`config.mk`:
```
export PLATFORM = sky130hd
export DESIGN_NAME = conv_acc_relu
export DESIGN_NICKNAME = d
export VERILOG_FILES = /design/src/rtl/conv_acc_relu.sv
export SDC_FILE = /design/constraint.sdc
export NUM_CORES = 1
export LEC_CHECK = 0
export ABC_AREA = 1
export CORE_ASPECT_RATIO = 0.9
export CORE_UTILIZATION = 45
export CTS_CLUSTER_DIAMETER = 150
export DETAILED_ROUTE_END_ITERATION = 7
export PLACE_DENSITY = 0.66
export SETUP_SLACK_MARGIN = 0.2
export SLEW_MARGIN = 15
export SYNTH_ARGS = -nofsm -noshare
export SYNTH_HDL_FRONTEND = slang
export SYNTH_SLANG_ARGS = --single-unit
```
`constraint.sdc`:
```
create_clock -name ap_clk -period 5.6 [get_ports ap_clk]
set_input_delay 0.84 -clock ap_clk [delete_from_list [all_inputs] [get_ports ap_clk]]
set_output_delay 0.84 -clock ap_clk [all_outputs]
set_load 0.01 [all_outputs]
```
`src/rtl/conv_acc_relu.sv`:
```
// Convolution window accumulator with bias, round-half-up rescale, optional ReLU and signed saturation.
// Optional feature macro: CONV_ACC_RELU_EN (clamps negative results to zero before saturation).
module conv_acc_relu #(
   parameter int ACC_W = 40,
   parameter int SHIFT = 8,
   parameter int OUT_W = 16
) (
   input  logic             ap_clk,
   input  logic             ap_rst_n,
   input  logic [31:0]      in_data,
   input  logic             in_last,
   input  logic             in_valid,
   output logic             in_ready,
   input  logic [31:0]      bias,
   output logic [OUT_W-1:0] out_data,
   output logic             out_valid,
   input  logic             out_ready,
   output logic             sat_flag
);

   localparam logic signed [ACC_W-1:0] OUT_MAX = ACC_W'((64'sd1 <<< (OUT_W-1)) - 64'sd1);
   localparam logic signed [ACC_W-1:0] OUT_MIN = ~OUT_MAX;
   localparam logic [ACC_W-1:0]        RND     = ACC_W'(64'd1 << (SHIFT-1));

   typedef enum logic [0:0] {ST_ACC = 1'b0, ST_OUT = 1'b1} state_t;

   state_t                  state_r;
   state_t                  state_s;
   logic signed [ACC_W-1:0] acc_r;
   logic signed [ACC_W-1:0] base_s;
   logic signed [ACC_W-1:0] sum_s;
   logic signed [ACC_W-1:0] rnd_s;
   logic signed [ACC_W-1:0] res_s;
   logic [OUT_W:0]          sat_s;
   logic                    first_r;
   logic                    in_ready_s;
   logic                    out_valid_s;
   logic                    accept_s;
   logic                    hs_s;
   logic [OUT_W-1:0]        out_data_r;
   logic                    sat_r;

   // Returns {clamped, value}; negatives are zeroed first when ReLU is built in.
   function automatic logic [OUT_W:0] sat_relu(input logic signed [ACC_W-1:0] r);
      logic [OUT_W:0] res;
`ifdef CONV_ACC_RELU_EN
      if (r[ACC_W-1]) begin
         res = {1'b0, {OUT_W{1'b0}}};
      end else if (r > OUT_MAX) begin
         res = {1'b1, OUT_MAX[OUT_W-1:0]};
      end else begin
         res = {1'b0, r[OUT_W-1:0]};
      end
`else
      if (r > OUT_MAX) begin
         res = {1'b1, OUT_MAX[OUT_W-1:0]};
      end else if (r < OUT_MIN) begin
         res = {1'b1, OUT_MIN[OUT_W-1:0]};
      end else begin
         res = {1'b0, r[OUT_W-1:0]};
      end
`endif
      return res;
   endfunction

   assign accept_s  = in_valid && in_ready_s;
   assign hs_s      = out_valid_s && out_ready;
   assign in_ready  = in_ready_s;
   assign out_valid = out_valid_s;
   assign out_data  = out_data_r;
   assign sat_flag  = sat_r;

   // Running sum including the current beat, then rescale and clamp of that sum.
   always_comb begin
      base_s = first_r ? ACC_W'($signed(bias)) : acc_r;
      sum_s  = base_s + ACC_W'($signed(in_data));
      rnd_s  = sum_s + RND;
      res_s  = rnd_s >>> SHIFT;
      sat_s  = sat_relu(res_s);
   end

   // State register and datapath registers.
   always_ff @(posedge ap_clk or negedge ap_rst_n) begin
      if (!ap_rst_n) begin
         state_r    <= ST_ACC;
         acc_r      <= {ACC_W{1'b0}};
         first_r    <= 1'b1;
         out_data_r <= {OUT_W{1'b0}};
         sat_r      <= 1'b0;
      end else begin
         state_r <= state_s;
         if (accept_s) begin
            acc_r   <= sum_s;
            first_r <= 1'b0;
            if (in_last) begin
               out_data_r <= sat_s[OUT_W-1:0];
               sat_r      <= sat_r | sat_s[OUT_W];
            end else begin
               out_data_r <= out_data_r;
            end
         end else if (hs_s) begin
            first_r <= 1'b1;
         end else begin
            first_r <= first_r;
         end
      end
   end

   // Next-state logic.
   always_comb begin
      state_s = state_r;
      case (state_r)
         ST_ACC: begin
            if (accept_s && in_last) state_s = ST_OUT;
            else                     state_s = ST_ACC;
         end
         ST_OUT: begin
            if (hs_s) state_s = ST_ACC;
            else      state_s = ST_OUT;
         end
         default: state_s = ST_ACC;
      endcase
   end

   // Handshake outputs decoded from the state register.
   always_comb begin
      in_ready_s  = 1'b0;
      out_valid_s = 1'b0;
      case (state_r)
         ST_ACC:  in_ready_s  = 1'b1;
         ST_OUT:  out_valid_s = 1'b1;
         default: begin
            in_ready_s  = 1'b0;
            out_valid_s = 1'b0;
         end
      endcase
   end

endmodule

```
== Word-level counts from Yosys, hierarchy flattened ==
Cells that the tools add are included.
Operators by class
  add/sub/neg operators: 2
  magnitude comparators: 2
  muxes and demuxes: 10
  bitwise gates (word level): 2
  reduce and logical (&&, ||, !) cells: 5
Operator list (count)
  $add 40x32->40: 1
  $add 40x8->40 const B: 1
  $mux 40: 1
  $mux 17: 2
  $gt 32x16->1 const B: 1
  $lt 32x16->1 const B: 1
  $mux 1: 6
  $logic_and 1x1->1: 3
  $pmux 1 s2: 1
  $reduce_and 2->1: 1
  $reduce_bool 2->1: 1
  $not 1->1: 1
  $or 1x1->1: 1
Word-level totals
  register bits: 59
  bits of input ports: 69
  output and inout port bits: 19

== Longest topological paths before layout ==
  depth after elaboration: 7
  gate-level depth with buffers: 37
  gate-level depth less buffers: 33

== Worst setup path before layout ==
OpenSTA, ideal clock, no wires.
  kind: register to register
  start point: reg first_r
  end point: reg sat_r, in the netlist sat_flag
  arrival: 4.145 ns
  path slack: 1.338 ns
  stages on the path, launching flop included: 32
  buffers on the path: 4
  clock period less this slack: 4.262 ns
  cells stage by stage: dfstp_2 -> clkbuf_1 -> inv_1 -> clkbuf_1 -> clkbuf_1 -> nand2_1 -> nand2_1 -> ha_1 -> inv_1 -> fa_1 -> inv_1 -> nand3_1 -> nand2_1 -> nand2_1 -> nand3_1 -> nand2_1 -> inv_1 -> ha_1 -> inv_1 -> nor2_2 -> nand3_1 -> nor2_2 -> nand3_2 -> nor2_2 -> nand4_1 -> xor2_1 -> inv_1 -> nand2_4 -> buf_12 -> nand2_1 -> nand2_1 -> nand2_1
On the way
  word-level cells in the longest chain between the ends: 7
  elaborated cells on any way between the ends: 8
RTL lines
  from (decl): line 35  | logic first_r;
  from (signal assigned): line 104  | first_r <= first_r;
  $mux 40 *: line 75  | base_s = first_r ? ACC_W'($signed(bias)) : acc_r;
  $add 40x32->40 *: line 76  | sum_s = base_s + ACC_W'($signed(in_data));
  net sum_s[8]: line 31  | logic signed [ACC_W-1:0] sum_s;
  $add 40x8->40 *: line 77  | rnd_s = sum_s + RND;
  $lt 32x16->1: line 57  | end else if (r < OUT_MIN) begin
  $mux 17: line 57
  $mux 17 *: line 55  | if (r > OUT_MAX) begin
  $or 1x1->1 *: line 97  | sat_r <= sat_r | sat_s[OUT_W];
  to (signal assigned): line 97
  to (decl): line 41  | logic sat_r;
Mark *: on every way through the listed nets, which the timed path passes. The rest lies on a longest branch.
A chain may end at the register's enable or synchronous reset.

== Worst setup path after layout ==
  start point: reg first_r
  end point: reg out_data_r[3], in the netlist out_data[3]
On the way
  word-level cells in the longest chain between the ends: 6
  elaborated cells on any way between the ends: 7
RTL lines
  $mux 40 *: line 75
  $add 40x32->40 *: line 76
  net sum_s[8]: line 31
  $add 40x8->40 *: line 77
  $lt 32x16->1: line 57
  $mux 17: line 57
  $mux 17 *: line 55
  to (signal assigned): line 88  | out_data_r <= {OUT_W{1'b0}};
  to (signal assigned): line 96  | out_data_r <= sat_s[OUT_W-1:0];
  to (signal assigned): line 99  | out_data_r <= out_data_r;
  to (decl): line 40  | logic [OUT_W-1:0] out_data_r;
Marked as above.

==> qor.tcl <==
set qor(first_pass_iters) 6
set qor(synth_top_family_by_area) {simple AND/OR/NAND/NOR gates}
set qor(synth-adder-area-share_pct) 6.63
set qor(hold_path_startpoint) {sat_flag}
set qor(cts_setup_buffers) 0
set qor(final-instance-count-excl-fill) 1708
set qor(top_level_ports) 88
set qor(cp_slowest_stage_delay_ns) 0.65
set qor(timing.critical_path.from) {first_r}
set qor(route.antenna.remaining_nets) 0
set qor(placedInstanceArea_sq_um) 8950
set qor(overflow) 0
set qor(synth_top_area_share_pct) 28.0
set qor(cell_area_after_technology_mapping_sq_um) 7850
set qor(status) {complete, no violations}
set qor(post-route-min-period_ns) 4.91
set qor(netlist.top_cell.by_area) {sky130_fd_sc_hd__nand2_1}
set qor(grt.total_usage_pct) 31.4
set qor(hold_path_class) {reg2reg}
set qor(drt_first_iter_violations) 794
set qor(register_area_sq_um) 1480
set qor(initial_utilization_pct) 46.3
set qor(cpMaxStageDelayCell) {sky130_fd_sc_hd__inv_1}
set qor(count_of_hold_fix_buffers_inserted_at_cts) 0
set qor(postSynthCellCount) 1384
set qor(wire_length_of_the_first_global_routing_pass_mm) 42.8
set qor(setup.worst_path.class) {reg2reg}
set qor(grt_start_max_net_pins) 80
set qor(final_util_pct) 54.6
set qor(clock_insertion_delay_worst_skew_ns) 0.36
set qor(stdcell_area_sq_um) 9260
set qor(p_leak_uw) 0.00507
set qor(post_synth_num_cell_types) 36
set qor(viasPerCell) 5.06
set qor(clock_tree.htree_level_count) 3
set qor(diodes) 0
set qor(detail_route.wl_per_cell_um) 15.7
set qor(clock_tree_from_tritoncts) {done}
set qor(finalNetCount) 1578
set qor(fp.dieW_um) 141
set qor(cts-buffers-inserted) 9
set qor(die_area_sq_um) 18000
set qor(yosys-top-cells-area) {sky130_fd_sc_hd__nand2_1 (28%), sky130_fd_sc_hd__dfrtp_1 (18%), sky130_fd_sc_hd__inv_1 (10%), sky130_fd_sc_hd__ha_1 (6.4%), sky130_fd_sc_hd__nand3_1 (4.8%)}
set qor(io_buffer_count) 87
set qor(post_synth_and_or_nand_nor_area_fraction_pct) 52.5
set qor(rsz_0062_raised_after_global_routing) {false}
set qor(critPathRequiredTime_ns) 5.81
set qor(end_kind) {flop}
set qor(start_kind) {flop}
set qor(synth.yosys.warnings) 0
set qor(setup_violations) 0
set qor(critical_path.reg2reg.startpoint) {first_r}
set qor(power_per_cell_area_nw_per_um2) 556
set qor(placed_cells_incl_taps) 1692
set qor(post_cts_resize_count) 0
set qor(number_of_global_route_vias_before_repair) 7976
set qor(most_used_cells_in_the_layout_excluding_fill_and_tap_cells) {sky130_fd_sc_hd__nand2_1 (584), sky130_fd_sc_hd__inv_1 (216), sky130_fd_sc_hd__clkdlybuf4s50_1 (86), sky130_fd_sc_hd__nor2_1 (78), sky130_fd_sc_hd__nand3_1 (75)}
set qor(cts.path.max_buffers) 2
set qor(max_cap_violations) 0
set qor(final_max_slew_viol_count) 0
set qor(drc) 0
set qor(ys_seq_area_share_pct) 18.8
set qor(timing.critical_path.arrival_ns) 5.12
set qor(dieHeight_um) 127
set qor(final_common_cell) {sky130_fd_sc_hd__nand2_1}
set qor(rows) 45
set qor(multi_input_area_sq_um) 5430
set qor(p_total_uw) 5150
set qor(finalWeightedCongestion) 0.995
set qor(layout-area-overhead-vs-synth_pct) 17.9
set qor(crit_path_frequent_cell) {sky130_fd_sc_hd__nand2_1}
set qor(syn_nets) 1494
set qor(share_of_post_route_cells_with_drive_strength_above_1_pct) 12.2
set qor(cts.sink_count) 59
set qor(synth_compound_gate_area_share_pct) 7.81
set qor(ir_drop_mv) 0.215
set qor(detailedPlacementHpwl_mm) 22.3
set qor(grt_antenna_before_repair) 0
set qor(critical_path_peak_fanout) 22
set qor(cts.root.buffer_cell) {sky130_fd_sc_hd__clkbuf_16}
set qor(final_min_period_over_clock_period_pct) 87.7
set qor(clk_pin_slew_ns) 0.06
set qor(post_synth_mux_area_share_pct) 0
set qor(maxClockFrequency_mhz) 204
set qor(filler_cell_count) 1825
set qor(vias) 8637
set qor(worst_clock_skew_ns) 0.0110
set qor(hold_violations) 0
set qor(syn_avg_cell_area_sq_um) 5.67
set qor(setup_total_negative_slack_ns) 0
set qor(worst_pin_slew_ns) 0.904
set qor(relative_slew_slack_pct) 39.7
set qor(ys_ff_latch) 59
set qor(fp.coreArea_sq_um) 16900
set qor(synthXorXnorAreaFrac_pct) 2.22
set qor(routed_wirelength_mm) 26.8
-- stage by stage --
| step | hold slack [ns] | setup WS, ns |
|---|---|---|
| 2_1_floorplan | 0.448 | 1.34 |
| 3_3_place_gp | 0.443 | 0.578 |
| 3_5_place_dp | 0.449 | 0.521 |
| 4_1_cts | 0.464 | 0.678 |
| 5_1_grt | 0.507 | 0.243 |
| 6_report | 0.456 | 0.691 |
-- cells by family (layout without fill, tap and decap cells) --
group	count (synthesis)	in the layout
buffers and inverters	244	333
XOR/XNOR	19	19
AO/OA/AOI/OAI	103	103
AND/OR/NAND/NOR	918	918
flip-flops	59	59
adder cells (fa/ha/maj)	41	41
-- cell usage after synthesis --
cell,count
sky130_fd_sc_hd__clkinv_1,1
sky130_fd_sc_hd__xor2_1,14
sky130_fd_sc_hd__buf_1,1
sky130_fd_sc_hd__or2_2,14
sky130_fd_sc_hd__clkbuf_1,16
sky130_fd_sc_hd__dfrtp_1,58
sky130_fd_sc_hd__nand2_2,54
sky130_fd_sc_hd__a21oi_1,26
sky130_fd_sc_hd__a21boi_0,1
sky130_fd_sc_hd__a21oi_4,2
sky130_fd_sc_hd__nor3_1,12
sky130_fd_sc_hd__nand2_1,585
sky130_fd_sc_hd__buf_12,1
sky130_fd_sc_hd__nor3_2,1
sky130_fd_sc_hd__nor2_4,14
sky130_fd_sc_hd__o21ai_0,56
sky130_fd_sc_hd__xnor2_1,4
sky130_fd_sc_hd__xor2_2,1
sky130_fd_sc_hd__nor4_1,1
sky130_fd_sc_hd__nor2_1,78
sky130_fd_sc_hd__o21bai_1,2
sky130_fd_sc_hd__fa_1,1
sky130_fd_sc_hd__nand3_1,75
sky130_fd_sc_hd__a31oi_1,1
sky130_fd_sc_hd__o21bai_4,1
sky130_fd_sc_hd__nor2_2,29
sky130_fd_sc_hd__buf_8,1
sky130_fd_sc_hd__ha_1,40
sky130_fd_sc_hd__nand3b_1,2
sky130_fd_sc_hd__inv_1,216
sky130_fd_sc_hd__nand2_4,3
sky130_fd_sc_hd__a21oi_2,14
sky130_fd_sc_hd__inv_2,8
sky130_fd_sc_hd__nand4_1,35
sky130_fd_sc_hd__nand3_2,15
sky130_fd_sc_hd__dfstp_2,1
-- flip-flops by register name, summed over array words and instances (netlist names) --
| name | cells |
|---|---|
| state_r | 1 |
| out_data | 16 |
| sat_flag | 1 |
| acc_r | 40 |
| first_r | 1 |
-- routing by layer --
layer	part of all wire (%)	up-vias	GRT usage (%)
met5	0	-	0
met4	1.9	0	9.46
met3	7.6	36	4.69
met2	41	318	46.4
met1	50	3845	46.8
li1	-	4438	-
-- cell type report --
| type | count | share of cell area, % |
|---|---|---|
| Clock buffer | 9 | 2.43 |
| Clock inverter | 7 | 0.838 |
| Inverter | 225 | 9.13 |
| Multi-Input combinational cell | 1081 | 58.7 |
| Sequential cell | 59 | 16.0 |
| Tap cell | 235 | 3.18 |
| Timing Repair Buffer | 92 | 9.76 |
-- path summary, 6_finish.rpt --
check,to,slack (ns),cells past startpoint
setup reg to reg,out_data[3],0.69,28
max in group asynchronous,acc_r[34],4.35,2
hold / removal,sat_flag,0.46,2
setup / recovery,out_data[3],0.69,28
hold reg to reg,sat_flag,0.46,2
min in group asynchronous,acc_r[10],0.68,2
-- where the power goes --
group | switching, uW | internal (uW) | total (uW)
logic | 2630 | 1190 | 3820
registers | 106 | 624 | 730
clock network | 243 | 348 | 591
total | 2980 | 2160 | 5150
-- critical path, delay by kind of cell (launching register included) --
| family | cells | cell delay (ns) |
|---|---|---|
| AND/OR/NAND/NOR | 18 | 2.05 |
| buffers and inverters | 5 | 1.23 |
| AO/OA/AOI/OAI | 3 | 0.71 |
| adder cells (fa/ha/maj) | 2 | 0.42 |
| flip-flops | 1 | 0.36 |
(Power assumes the default switching activity.)
